[src/rtl/m1m3_pwr_pkg.sv]
// Shared types, default timing constants and output decode for the M1->M3
// isolation/power sequencer.
package m1m3_pwr_pkg;

   typedef enum logic [2:0] {
      OFF          = 3'd0,
      PWR_ON_WAIT  = 3'd1,
      DEISO        = 3'd2,
      ON           = 3'd3,
      DRAIN        = 3'd4,
      ISO          = 3'd5,
      PWR_OFF_WAIT = 3'd6
   } m1m3_pwr_state_e;

   typedef struct packed {
      logic iso;
      logic en;
      logic hold;
   } m1m3_pwr_out_t;

   localparam int DRAIN_CYCLES_DEF      = 4;
   localparam int PWR_SETTLE_CYCLES_DEF = 8;
   localparam int ACK_TIMEOUT_DEF       = 16;

   function automatic int max3(input int a, input int b, input int c);
      int m;
      m = (a > b) ? a : b;
      return (m > c) ? m : c;
   endfunction

   // One spare bit so a counter can hold its limit value without wrapping.
   function automatic int cnt_width(input int a, input int b, input int c);
      return $clog2(max3(a, b, c)) + 1;
   endfunction

   function automatic m1m3_pwr_out_t state_outputs(input m1m3_pwr_state_e st);
      m1m3_pwr_out_t o;
      case (st)
         PWR_ON_WAIT:  begin o.iso = 1'b1; o.en = 1'b1; o.hold = 1'b1; end
         DEISO:        begin o.iso = 1'b0; o.en = 1'b1; o.hold = 1'b1; end
         ON:           begin o.iso = 1'b0; o.en = 1'b1; o.hold = 1'b0; end
         DRAIN:        begin o.iso = 1'b0; o.en = 1'b1; o.hold = 1'b1; end
         ISO:          begin o.iso = 1'b1; o.en = 1'b1; o.hold = 1'b1; end
         PWR_OFF_WAIT: begin o.iso = 1'b1; o.en = 1'b0; o.hold = 1'b1; end
         default:      begin o.iso = 1'b1; o.en = 1'b0; o.hold = 1'b1; end
      endcase
      return o;
   endfunction

endpackage

[src/rtl/m1m3_iso_sequencer_if.sv]
// Request/status bundle between the always-on controller, M1 and the power switch.
interface m1m3_iso_sequencer_if;
   logic       req_pwr_down;
   logic       req_pwr_up;
   logic       link_busy;
   logic       pwr_ack;
   logic       isolateM1M3;
   logic       pwr_en;
   logic       link_hold;
   logic       seq_done;
   logic       seq_err;
   logic [2:0] state_o;

   modport master (
      output req_pwr_down, req_pwr_up, link_busy, pwr_ack,
      input  isolateM1M3, pwr_en, link_hold, seq_done, seq_err, state_o
   );

   modport slave (
      input  req_pwr_down, req_pwr_up, link_busy, pwr_ack,
      output isolateM1M3, pwr_en, link_hold, seq_done, seq_err, state_o
   );
endinterface

[src/rtl/m1m3_seq_timer.sv]
// Saturating up-counter with synchronous clear/enable; expire is high once
// the count has reached the limit and stays there until cleared.
module m1m3_seq_timer #(
   parameter int CNT_W = 5
) (
   input  logic             ck,
   input  logic             arst,
   input  logic             i_clr,
   input  logic             i_en,
   input  logic [CNT_W-1:0] i_limit,
   output logic             o_expire
);

   logic [CNT_W-1:0] r_count;

   // count register: clear wins, then saturating increment
   always_ff @(posedge ck or posedge arst) begin
      if (arst) begin
         r_count <= '0;
      end else if (i_clr) begin
         r_count <= '0;
      end else if (i_en && (r_count < i_limit)) begin
         r_count <= r_count + {{(CNT_W-1){1'b0}}, 1'b1};
      end else begin
         r_count <= r_count;
      end
   end

   assign o_expire = (r_count >= i_limit);

endmodule

[src/rtl/m1m3_iso_sequencer.sv]
// Always-on sequencer for the M1->M3 link: drain, isolate, switch off, and the
// reverse on wake. Moore machine; every output comes straight from a flop.
module m1m3_iso_sequencer
   import m1m3_pwr_pkg::*;
#(
   parameter int DRAIN_CYCLES      = DRAIN_CYCLES_DEF,
   parameter int PWR_SETTLE_CYCLES = PWR_SETTLE_CYCLES_DEF,
   parameter int ACK_TIMEOUT       = ACK_TIMEOUT_DEF
) (
   input logic                  ck,
   input logic                  arst,
   m1m3_iso_sequencer_if.slave  bus
);

   localparam int CNT_W = cnt_width(DRAIN_CYCLES, PWR_SETTLE_CYCLES, ACK_TIMEOUT);
   localparam logic [CNT_W-1:0] L_DRAIN   = CNT_W'(DRAIN_CYCLES);
   localparam logic [CNT_W-1:0] L_SETTLE  = CNT_W'(PWR_SETTLE_CYCLES);
   localparam logic [CNT_W-1:0] L_TIMEOUT = CNT_W'(ACK_TIMEOUT);

   m1m3_pwr_state_e  r_state;
   m1m3_pwr_state_e  w_next;
   m1m3_pwr_out_t    w_out;
   logic             r_iso;
   logic             r_en;
   logic             r_hold;
   logic             r_done;
   logic             r_err;
   logic             w_done;
   logic             w_err_nxt;
   logic             w_to_clr;
   logic             w_to_en;
   logic             w_to_exp;
   logic             w_cnt_clr;
   logic             w_cnt_en;
   logic             w_cnt_exp;
   logic [CNT_W-1:0] w_cnt_limit;

   // ack timeout: runs only while waiting on the power switch
   m1m3_seq_timer #(.CNT_W(CNT_W)) u_timeout (
      .ck       (ck),
      .arst     (arst),
      .i_clr    (w_to_clr),
      .i_en     (w_to_en),
      .i_limit  (L_TIMEOUT),
      .o_expire (w_to_exp)
   );

   // shared settle (PWR_ON_WAIT) / idle (DRAIN) run-length counter
   m1m3_seq_timer #(.CNT_W(CNT_W)) u_runlen (
      .ck       (ck),
      .arst     (arst),
      .i_clr    (w_cnt_clr),
      .i_en     (w_cnt_en),
      .i_limit  (w_cnt_limit),
      .o_expire (w_cnt_exp)
   );

   // next-state, counter control, done pulse and error flag
   always_comb begin
      w_next      = r_state;
      w_done      = 1'b0;
      w_err_nxt   = r_err;
      w_to_clr    = 1'b1;
      w_to_en     = 1'b0;
      w_cnt_clr   = 1'b1;
      w_cnt_en    = 1'b0;
      w_cnt_limit = L_SETTLE;
      case (r_state)
         OFF: begin
            if (bus.req_pwr_up && !bus.req_pwr_down) begin
               w_next    = PWR_ON_WAIT;
               w_err_nxt = 1'b0;
            end else begin
               w_next = OFF;
            end
         end
         PWR_ON_WAIT: begin
            w_to_clr  = 1'b0;
            w_to_en   = 1'b1;
            w_cnt_clr = !bus.pwr_ack;
            w_cnt_en  = bus.pwr_ack;
            if (bus.pwr_ack && w_cnt_exp) begin
               w_next = DEISO;
            end else if (w_to_exp) begin
               w_next    = OFF;
               w_done    = 1'b1;
               w_err_nxt = 1'b1;
            end else begin
               w_next = PWR_ON_WAIT;
            end
         end
         DEISO: begin
            w_next = ON;
            w_done = 1'b1;
         end
         ON: begin
            if (bus.req_pwr_down && !bus.req_pwr_up) begin
               w_next    = DRAIN;
               w_err_nxt = 1'b0;
            end else begin
               w_next = ON;
            end
         end
         DRAIN: begin
            w_cnt_limit = L_DRAIN;
            w_cnt_clr   = bus.link_busy;
            w_cnt_en    = !bus.link_busy;
            // abort back to ON never pulses done: the link was never isolated
            if (bus.req_pwr_up && !bus.req_pwr_down) begin
               w_next = ON;
            end else if (w_cnt_exp) begin
               w_next = ISO;
            end else begin
               w_next = DRAIN;
            end
         end
         ISO: begin
            w_next = PWR_OFF_WAIT;
         end
         PWR_OFF_WAIT: begin
            w_to_clr = 1'b0;
            w_to_en  = 1'b1;
            if (!bus.pwr_ack) begin
               w_next = OFF;
               w_done = 1'b1;
            end else if (w_to_exp) begin
               w_next    = OFF;
               w_done    = 1'b1;
               w_err_nxt = 1'b1;
            end else begin
               w_next = PWR_OFF_WAIT;
            end
         end
         default: begin
            w_next = OFF;
         end
      endcase
   end

   assign w_out = state_outputs(w_next);

   // state and output registers; reset forces the isolated/unpowered pattern at once
   always_ff @(posedge ck or posedge arst) begin
      if (arst) begin
         r_state <= OFF;
         r_iso   <= 1'b1;
         r_en    <= 1'b0;
         r_hold  <= 1'b1;
         r_done  <= 1'b0;
         r_err   <= 1'b0;
      end else begin
         r_state <= w_next;
         r_iso   <= w_out.iso;
         r_en    <= w_out.en;
         r_hold  <= w_out.hold;
         r_done  <= w_done;
         r_err   <= w_err_nxt;
      end
   end

   assign bus.isolateM1M3 = r_iso;
   assign bus.pwr_en      = r_en;
   assign bus.link_hold   = r_hold;
   assign bus.seq_done    = r_done;
   assign bus.seq_err     = r_err;
   assign bus.state_o     = r_state;

endmodule

[src/flat_wrapper.sv]
// flat-port wrapper written by rule: the top's interface ports become plain ports
module m1m3_iso_sequencer_flat import m1m3_pwr_pkg::*;
#(
   parameter int DRAIN_CYCLES      = DRAIN_CYCLES_DEF,
   parameter int PWR_SETTLE_CYCLES = PWR_SETTLE_CYCLES_DEF,
   parameter int ACK_TIMEOUT       = ACK_TIMEOUT_DEF
)
  (ck, arst, bus_req_pwr_down, bus_req_pwr_up, bus_link_busy, bus_pwr_ack, bus_isolateM1M3, bus_pwr_en, bus_link_hold, bus_seq_done, bus_seq_err, bus_state_o);
  m1m3_iso_sequencer_if bus_i ();
  input logic ck;
  input logic arst;
  input wire logic [$bits(bus_i.req_pwr_down)-1:0] bus_req_pwr_down;
  input wire logic [$bits(bus_i.req_pwr_up)-1:0] bus_req_pwr_up;
  input wire logic [$bits(bus_i.link_busy)-1:0] bus_link_busy;
  input wire logic [$bits(bus_i.pwr_ack)-1:0] bus_pwr_ack;
  output wire logic [$bits(bus_i.isolateM1M3)-1:0] bus_isolateM1M3;
  output wire logic [$bits(bus_i.pwr_en)-1:0] bus_pwr_en;
  output wire logic [$bits(bus_i.link_hold)-1:0] bus_link_hold;
  output wire logic [$bits(bus_i.seq_done)-1:0] bus_seq_done;
  output wire logic [$bits(bus_i.seq_err)-1:0] bus_seq_err;
  output wire logic [$bits(bus_i.state_o)-1:0] bus_state_o;
  assign bus_i.req_pwr_down = bus_req_pwr_down;
  assign bus_i.req_pwr_up = bus_req_pwr_up;
  assign bus_i.link_busy = bus_link_busy;
  assign bus_i.pwr_ack = bus_pwr_ack;
  assign bus_isolateM1M3 = bus_i.isolateM1M3;
  assign bus_pwr_en = bus_i.pwr_en;
  assign bus_link_hold = bus_i.link_hold;
  assign bus_seq_done = bus_i.seq_done;
  assign bus_seq_err = bus_i.seq_err;
  assign bus_state_o = bus_i.state_o;
  m1m3_iso_sequencer #(.DRAIN_CYCLES(DRAIN_CYCLES), .PWR_SETTLE_CYCLES(PWR_SETTLE_CYCLES), .ACK_TIMEOUT(ACK_TIMEOUT)) u_core (.ck(ck), .arst(arst), .bus(bus_i));
endmodule
[config.mk]
export PLATFORM = sky130hd
export DESIGN_NAME = m1m3_iso_sequencer_flat
export DESIGN_NICKNAME = d
export VERILOG_FILES = /design/src/rtl/m1m3_pwr_pkg.sv /design/src/rtl/m1m3_iso_sequencer_if.sv /design/src/rtl/m1m3_seq_timer.sv /design/src/rtl/m1m3_iso_sequencer.sv /design/src/flat_wrapper.sv
export SDC_FILE = /design/constraint.sdc
export NUM_CORES = 1
export LEC_CHECK = 0
export CORE_MARGIN = 2
export CORE_UTILIZATION = 48
export DETAILED_ROUTE_END_ITERATION = 8
export PLACE_DENSITY = 0.73
export SLEW_MARGIN = 40
export SYNTH_ARGS = -nofsm -noshare
export SYNTH_HDL_FRONTEND = slang
export SYNTH_SLANG_ARGS = --single-unit
[constraint.sdc]
create_clock -name ck -period 1.3 [get_ports ck]
set_input_delay 0.26 -clock ck [delete_from_list [all_inputs] [get_ports ck]]
set_output_delay 0.26 -clock ck [all_outputs]
set_load 0.01 [all_outputs]
==> results of run 1 <==
[stage by stage]
step | util | hold slack, ns | worst slack, ns | power (uW)
global placement | 0.644 | 0.527 | -0.251 | 2220
floorplan | - | 0.197 | -0.0223 | 1710
CTS | 0.719 | 0.273 | -0.155 | 2890
global route | 0.756 | 0.300 | -0.218 | 3290
finish | 0.756 | 0.266 | -0.193 | 3120
detailed placement | 0.644 | 0.546 | -0.277 | 2250
[cell usage in the layout, fill, tap and decap left out, types with 3 or more instances in the layout]
| master | count |
|---|---|
| buf_6 | 6 |
| buf_4 | 13 |
| nor2_1 | 13 |
| a21oi_2 | 5 |
| ha_1 | 4 |
| clkdlybuf4s50_1 | 5 |
| inv_1 | 8 |
| clkbuf_4 | 3 |
| nor2_2 | 3 |
| nor2b_1 | 4 |
| nand2_1 | 6 |
| dfrtp_1 | 14 |
| dlygate4sd2_1 | 5 |
| xnor2_1 | 3 |
[worst register-to-register path, delay by kind of cell (launching register included)]
| kind | cells | cell delay (ns) |
|---|---|---|
| DFF | 1 | 0.42 |
| buffers and inverters | 1 | 0.13 |
| AOI/OAI and AO/OA | 3 | 0.41 |
| and+or+nand+nor | 1 | 0.42 |
[logic make-up after synthesis]
logic type | count (synthesis) | share of synthesized area
mux | 2 | 0.0192
simple gates | 44 | 0.243
xor+xnor | 5 | 0.0421
fa+ha+maj | 4 | 0.0481
buf+inv | 12 | 0.0553
flops | 18 | 0.435
compound gates | 21 | 0.157
[how the worst max path moves through the flow]
stage,cells after the start,slack (ns),end,startpoint
6_report,5,-0.19,u_core.bus.seq_err$_DFFE_PP0P_,u_core.bus.state_o[2]$_DFF_PP0_
5_1_grt,5,-0.22,u_core.bus.seq_err$_DFFE_PP0P_,u_core.bus.state_o[2]$_DFF_PP0_
4_1_cts,5,-0.15,u_core.bus.seq_err$_DFFE_PP0P_,u_core.bus.state_o[2]$_DFF_PP0_
3_5_place_dp,5,-0.28,u_core.bus.pwr_en$_DFF_PP0_,bus_pwr_ack
3_3_place_gp,5,-0.25,u_core.bus.pwr_en$_DFF_PP0_,bus_pwr_ack
2_1_floorplan,5,-0.02,u_core.u_runlen.r_count[3]$_DFFE_PP0P_,u_core.bus.state_o[0]$_DFF_PP0_
[layout make-up]
cell class,instances,area [sq um],share of cell area
multi-input combinational,76,668,0.442
sequential,18,455,0.301
timing repair buffer,32,289,0.191
clock buffer,4,36.3,0.0240
tap,27,33.8,0.0223
inverter,8,30.0,0.0199
[state kept, by name, summed over array words and instances (netlist names)]
| signal | cells |
|---|---|
| u_core.bus.pwr_en | 1 |
| u_core.bus.link_hold | 1 |
| u_core.bus.isolateM1M3 | 1 |
| u_core.bus.seq_done | 1 |
| u_core.u_timeout.r_count | 5 |
| u_core.bus.seq_err | 1 |
| u_core.bus.state_o | 3 |
| u_core.u_runlen.r_count | 5 |
[report_power, final]
group | internal, uW | leakage [uW] | switching (uW)
Combinational | 953 | 0.000406 | 981
Clock | 171 | 0.0000210 | 179
Sequential | 735 | 0.000231 | 99.2
[routing by layer]
| layer | wire length [um] | track usage | vias to the layer above |
|---|---|---|---|
| li1 | - | - | 423 |
| met4 | 62 | 0.0541 | 0 |
| met1 | 1070 | 0.250 | 437 |
| met5 | 0 | 0 | - |
| met2 | 1360 | 0.393 | 29 |
| met3 | 87 | 0.0268 | 6 |
[timing repair]
action,in CTS,in global routing
pin swaps,14,5
setup buffers,5,2
endpoints found under the setup margin,25,18
resized for setup,37,13
cloned,0,0
==> out/qor.csv, run 1 <==
metric;value;unit
status;complete, but fails checks;
violations;setup timing;
cts_buffer_depth;2;
grt_max_degree;19;
ant_nets;0;
dp_hpwl;1490;um
fin_cells;165;
portBuffers;13;
grt_pass1_wl;4000;um
p_leak;0.000658;uW
ys_seq_elements;18;
worstReg2RegStart;u_core.bus.state_o[2]$_DFF_PP0_;
drive_gt1_frac;0.435;
rsz0062_at_grt;yes;
hold_buffers;0;
grt_pass1_vias;909;
syn_area;1040;sq um
nFillCells;138;
synthTopCellsByCount;nor2_1, dfrtp_1, inv_1;
wl_per_cell;15.6;um
drt_iter0_drc;15;
crit_slowest_cell;dfrtp_1;
setup_viol;15;
timing.final.hold_violations;0;
criticalPathCategory;reg2reg;
synth_fp_nets;116;
yosys_most_used_dff;dfrtp_1;
die_w;50.6;um
clock_sinks;18;
clk_pin_slew;0.11;ns
synth_most_common_cell;nor2_1;
grt_overflow_total;0;
synth_edf_count;0;
worstMarginPinSlew;0.440;ns
worst_clock_skew;0.00516;ns
via_per_inst;5.42;
synth.avg_cell_area;9.82;sq um
h-tree-depth;1;
slew_viol_final;0;
cts_buffers;3;
placed_cells;154;
fp-row-count;16;
timing.fmax;670;MHz
ir_worst_vdd;1.20;mV
initial_core_util;0.520;
crit_chain;buf_6 > or3b_4 > o221ai_4 > a31oi_2 > a2bb2oi_1;
rrSetupSlack;-0.19;ns
core;2000;sq um
yosysSeqAreaShare;0.435;
critPathCaptureType;flip-flop;
power_density;2060;nW/um^2
fin_nets;149;
dr.pass1.iters;4;
finalWirelength;2580;um
ys_warn_count;0;
arrival;1.67;ns
finalWorstSetupSlack;-0.193;ns
synthTopCellsByArea;dfrtp_1, nor2_1, dfstp_2;
hp-class;in2async;
synth_top_area_frac;0.385;
netlist.top_cell.by_area;dfrtp_1;
clockRootBuffer;clkbuf_4;
path_max_fanout;3;
grt_antenna_before_repair;0;
vias;895;
die_height;50.6;um
routabilityCongestion;0.871;
setup_tns;-0.803;ns
max_stage_delay;0.42;ns
r2r-end;u_core.bus.seq_err$_DFFE_PP0P_;
die_area;2560;sq um
r2r_cells;5;
period_minus_slack;1.49;ns
ios;14;
detail_route.drc_violations;0;
area_delta_synth_final;45.3;%
cp-start-kind;flip-flop;
fin_crit_sh;1.15;
clk_latency;0.29;ns
maxCapViolations;0;
worst-path-buf-inv;1;
cts_tree;yes;
synth_cell_types;41;
antenna_cells;0;
maxSlewHeadroom;0.707;
placed_area;1290;sq um
fin_area;1510;sq um
required;1.48;ns
crit_family;flip-flops;
async_reset_ff_frac;1.00;
grt_usage;0.210;
synth_cells;106;
Power figures use the tool's default switching activity.
==> inputs of run 2 (changes only) <==
- CORE_UTILIZATION: 48 -> 55
- DONT_BUFFER_PORTS: default -> 1
- PLACE_DENSITY: 0.73 -> 0.72
==> out/qor.csv, run 2 (synthesized netlist as in run 1, its figures left out) <==
metric;value;unit
status;complete, but fails checks;
violations;setup timing;
clock_sinks;18;
max_stage_delay;0.47;ns
antenna_cells;0;
required;1.53;ns
core;1750;sq um
fp-row-count;15;
setup_tns;-0.233;ns
die_height;47.5;um
critPathCaptureType;flip-flop;
die_area;2260;sq um
grt_overflow_total;0;
crit_slowest_cell;dfrtp_2;
clk_pin_slew;0.10;ns
nFillCells;112;
p_total;2740;uW
maxCapViolations;0;
mostFrequentLayoutCells;nor2_1, dfrtp_1, buf_4, inv_1;
place_ws;-0.0853;ns
vias;816;
die_w;47.5;um
worstMarginPinSlew;0.456;ns
drt_iter0_drc;8;
drive_gt1_frac;0.416;
fin_nets;136;
clk_latency;0.28;ns
grt_antenna_before_repair;0;
arrival;1.62;ns
wl_per_cell;14.4;um
cp-start-kind;flip-flop;
timing.final.hold_violations;0;
initial_core_util;0.596;
fin_crit_sh;1.07;
worst_clock_skew;0.00170;ns
detail_route.drc_violations;0;
setup_viol;4;
grt_pass1_vias;783;
hp-class;in2reg;
clockRootBuffer;clkbuf_4;
ios;14;
area_delta_synth_final;29.1;%
finalWorstSetupSlack;-0.0943;ns
dr.pass1.iters;4;
post-route-util;0.770;
grt_max_degree;13;
finalWirelength;2160;um
timing.hold.ws;0.194;ns
cts_buffer_depth;2;
routabilityCongestion;0.831;
h-tree-depth;1;
crit_chain;buf_6 > or3b_4 > a21oi_2 > nor2_1 > nand4_1;
slew_viol_final;0;
grt_pass1_wl;3110;um
ant_nets;0;
portBuffers;0;
path_max_fanout;5;
grt_usage;0.195;
criticalPathCategory;reg2reg;
cts_tree;yes;
maxSlewHeadroom;0.696;
p_leak;0.000579;uW
timing.fmax;717;MHz
power_density;2040;nW/um^2
dp_hpwl;1470;um
period_minus_slack;1.39;ns
rsz0062_at_grt;yes;
via_per_inst;5.44;
ir_worst_vdd;0.916;mV
cts_buffers;3;
-- run 2: changes by cell type in the layout (fill, tap and decap cells not counted), sizes merged --
cell / change
buf: -4
clkdlybuf4s50: -5
dlygate4sd2: -5
dlygate4sd3: +1
-- run 2: cell type report --
cell class	count	area [sq um]	area share
multi-input combinational	76	629	0.468
inverter	8	30.0	0.0223
clock buffer	4	36.3	0.0270
sequential	18	455	0.339
tap	25	31.3	0.0233
timing repair buffer	19	161	0.120
-- run 2: final timing paths --
path                                                              start                                       to  slack (ns)  cells past startpoint
min in group asynchronous                                          arst   u_core.u_runlen.r_count[2]$_DFFE_PP0P_        0.41                      2
max in group asynchronous                                          arst  u_core.u_timeout.r_count[0]$_DFFE_PP0P_        0.42                      3
worst max-delay path                    u_core.bus.state_o[0]$_DFF_PP0_              u_core.bus.pwr_en$_DFF_PP0_       -0.09                      5
worst max register to register          u_core.bus.state_o[0]$_DFF_PP0_              u_core.bus.pwr_en$_DFF_PP0_       -0.09                      5
worst min-delay path                                        bus_pwr_ack            u_core.bus.seq_done$_DFF_PP0_        0.19                      3
worst min register to register  u_core.u_timeout.r_count[3]$_DFFE_PP0P_  u_core.u_timeout.r_count[4]$_DFFE_PP0P_        0.58                      2
-- run 2: routing by layer --
metal / vias up / track usage / routed length, um
met5: - / 0 / 0
met4: 0 / 0.0722 / 39
met3: 4 / 0.0453 / 57
met2: 12 / 0.351 / 1090
met1: 398 / 0.222 / 972
li1: 402 / - / -
-- run 2: power by group --
group	internal [uW]	leakage, uW	total, uW	switching [uW]
Sequential	740	0.000231	930	190
Combinational	729	0.000327	1470	736
Clock	170	0.0000210	342	172
-- run 2: metrics by stage --
step / std cells / area [sq um]
floorplan: 106 / 1050
global placement: 141 / 1160
detailed placement: 141 / 1160
CTS: 147 / 1230
global route: 150 / 1340
finish: 150 / 1340
-- run 2: what timing repair did --
item / 4_1_cts / 5_1_grt
hold buffers: 1 / 0
setup buffers: 1 / 2
pin swaps: 3 / 14
resized for setup: 6 / 23
endpoints found under the setup margin: 15 / 18
gates cloned: 0 / 1
hold endpoints to repair: 9 / 0
-- run 2: critical path: cells and delay by family, from the launching register on --
kind | cells | cell delay, ns
simple gates | 3 | 0.55
flops | 1 | 0.47
compound gates | 1 | 0.16
buf+inv | 1 | 0.15
==> inputs of run 3 (changes only) <==
- SKIP_CTS_REPAIR_TIMING: default -> 1
==> out/qor.csv, run 3 (synthesized netlist as in run 1, its figures left out) <==
metric;value;unit
status;complete, but fails checks;
violations;setup timing;
period_minus_slack;1.37;ns
fin_crit_sh;1.05;
drive_gt1_frac;0.377;
p_seq_frac;0.354;
slew_viol_final;0;
fin_cells;147;
maxSlewHeadroom;0.694;
fin_nets;133;
drt_iter0_drc;10;
timing.fmax;729;MHz
grt_pass1_wl;3140;um
finalWirelength;1940;um
worstMarginPinSlew;0.458;ns
critPathCaptureType;flip-flop;
post-route-util;0.751;
maxCapViolations;0;
core;1750;sq um
grt_max_degree;13;
swShare;0.401;
h-tree-depth;1;
cp-start-kind;flip-flop;
die_w;47.5;um
ir_worst_vdd;0.904;mV
ant_nets;0;
portBuffers;0;
clock_power_share;0.131;
dr.pass1.iters;3;
routabilityCongestion;0.831;
finalWorstSetupSlack;-0.0708;ns
placed_cells;141;
cts_buffers;3;
wl_per_cell;13.2;um
clk_pin_slew;0.10;ns
rsz0062_at_grt;yes;
die_area;2260;sq um
via_per_inst;5.41;
cellInternalPower;1560;uW
timing.hold.ws;0.140;ns
ios;14;
worst-path-buf-inv;1;
antenna_cells;0;
clk_latency;0.29;ns
cts_tree;yes;
detail_route.drc_violations;0;
grt_overflow_total;0;
grt_antenna_before_repair;0;
setup_viol;5;
dp_hpwl;1470;um
crit_slowest_cell;dfrtp_2;
cts_buffer_depth;2;
p_leak;0.000559;uW
grt_usage;0.197;
timing.final.hold_violations;0;
initial_core_util;0.596;
crit_chain;buf_4 > or3b_1 > a21oi_2 > nor2_1 > nand4_1;
pwr-share-comb;0.515;
clock_sinks;18;
path_max_fanout;5;
arrival;1.60;ns
hp-class;in2reg;
die_height;47.5;um
criticalPathCategory;reg2reg;
power.net_switching;1050;uW
fp-row-count;15;
worst_clock_skew;0.00150;ns
grt_pass1_vias;780;
p_total;2610;uW
mostFrequentLayoutCells;nor2_1, dfrtp_1, buf_4, inv_1, nand2_1;
power_density;1990;nW/um^2
area_delta_synth_final;25.8;%
required;1.53;ns
crit_family;simple AND/OR/NAND/NOR gates;
vias;796;
mostFrequentLayoutCell;nor2_1;
clockRootBuffer;clkbuf_4;
setup_tns;-0.181;ns
max_stage_delay;0.47;ns
## run 3: cell count changes in the layout (fill, tap and decap cells not counted), sizes merged
| cell | change |
|---|---|
| buf | -3 |
## run 3: stage by stage
step | area [sq um] | setup slack [ns]
after global routing | 1310 | -0.144
after detailed placement | 1160 | -0.0853
after CTS | 1200 | -0.116
after global placement | 1160 | -0.0489
final | 1310 | -0.0708
after floorplan | 1050 | -0.0223
## run 3: cell type report
type | count | area [sq um]
repair buffers | 16 | 138
inverters | 8 | 30.0
multi-input cells | 76 | 619
well taps | 25 | 31.3
fillers | 120 | 435
clock buffers | 4 | 36.3
flip-flops and latches | 18 | 455
## run 3: path summary, 6_finish.rpt
check                                                         from                                      end  slack, ns  depth (start not counted)
setup / recovery                   u_core.bus.state_o[0]$_DFF_PP0_              u_core.bus.pwr_en$_DFF_PP0_      -0.07                          5
hold / removal                                    bus_req_pwr_down           u_core.bus.link_hold$_DFF_PP1_       0.14                          2
setup reg to reg                   u_core.bus.state_o[0]$_DFF_PP0_              u_core.bus.pwr_en$_DFF_PP0_      -0.07                          5
hold reg to reg            u_core.u_timeout.r_count[3]$_DFFE_PP0P_  u_core.u_timeout.r_count[4]$_DFFE_PP0P_       0.56                          2
max in group asynchronous                                     arst           u_core.bus.seq_err$_DFFE_PP0P_       0.42                          3
min in group asynchronous                                     arst   u_core.u_runlen.r_count[2]$_DFFE_PP0P_       0.41                          2
## run 3: metal layers
metal  vias to the layer above  global-route usage  share of wire  routed length [um]
met4                         0              0.0611         0.0072                  14
met5                         -                   0              0                   0
met1                       389               0.227           0.47                 904
met3                         4              0.0415          0.026                  51
li1                        393                   -              -                   -
met2                        10               0.362           0.50                 974
## run 3: worst register-to-register path: stages (launching register included)
cell and delay (ns):
dfrtp_2 0.47, buf_4 0.18, or3b_1 0.38, a21oi_2 0.14, nor2_1 0.07, nand4_1 0.09
## run 3: power groups by stage
stage | Sequential, uW | Combinational [uW] | Clock [uW]
finish | 923 | 1340 | 342
global route | 950 | 1480 | 371
CTS | 913 | 1100 | 354
detailed placement | 923 | 1090 | 0
global placement | 917 | 1050 | 0
floorplan | 908 | 803 | 0
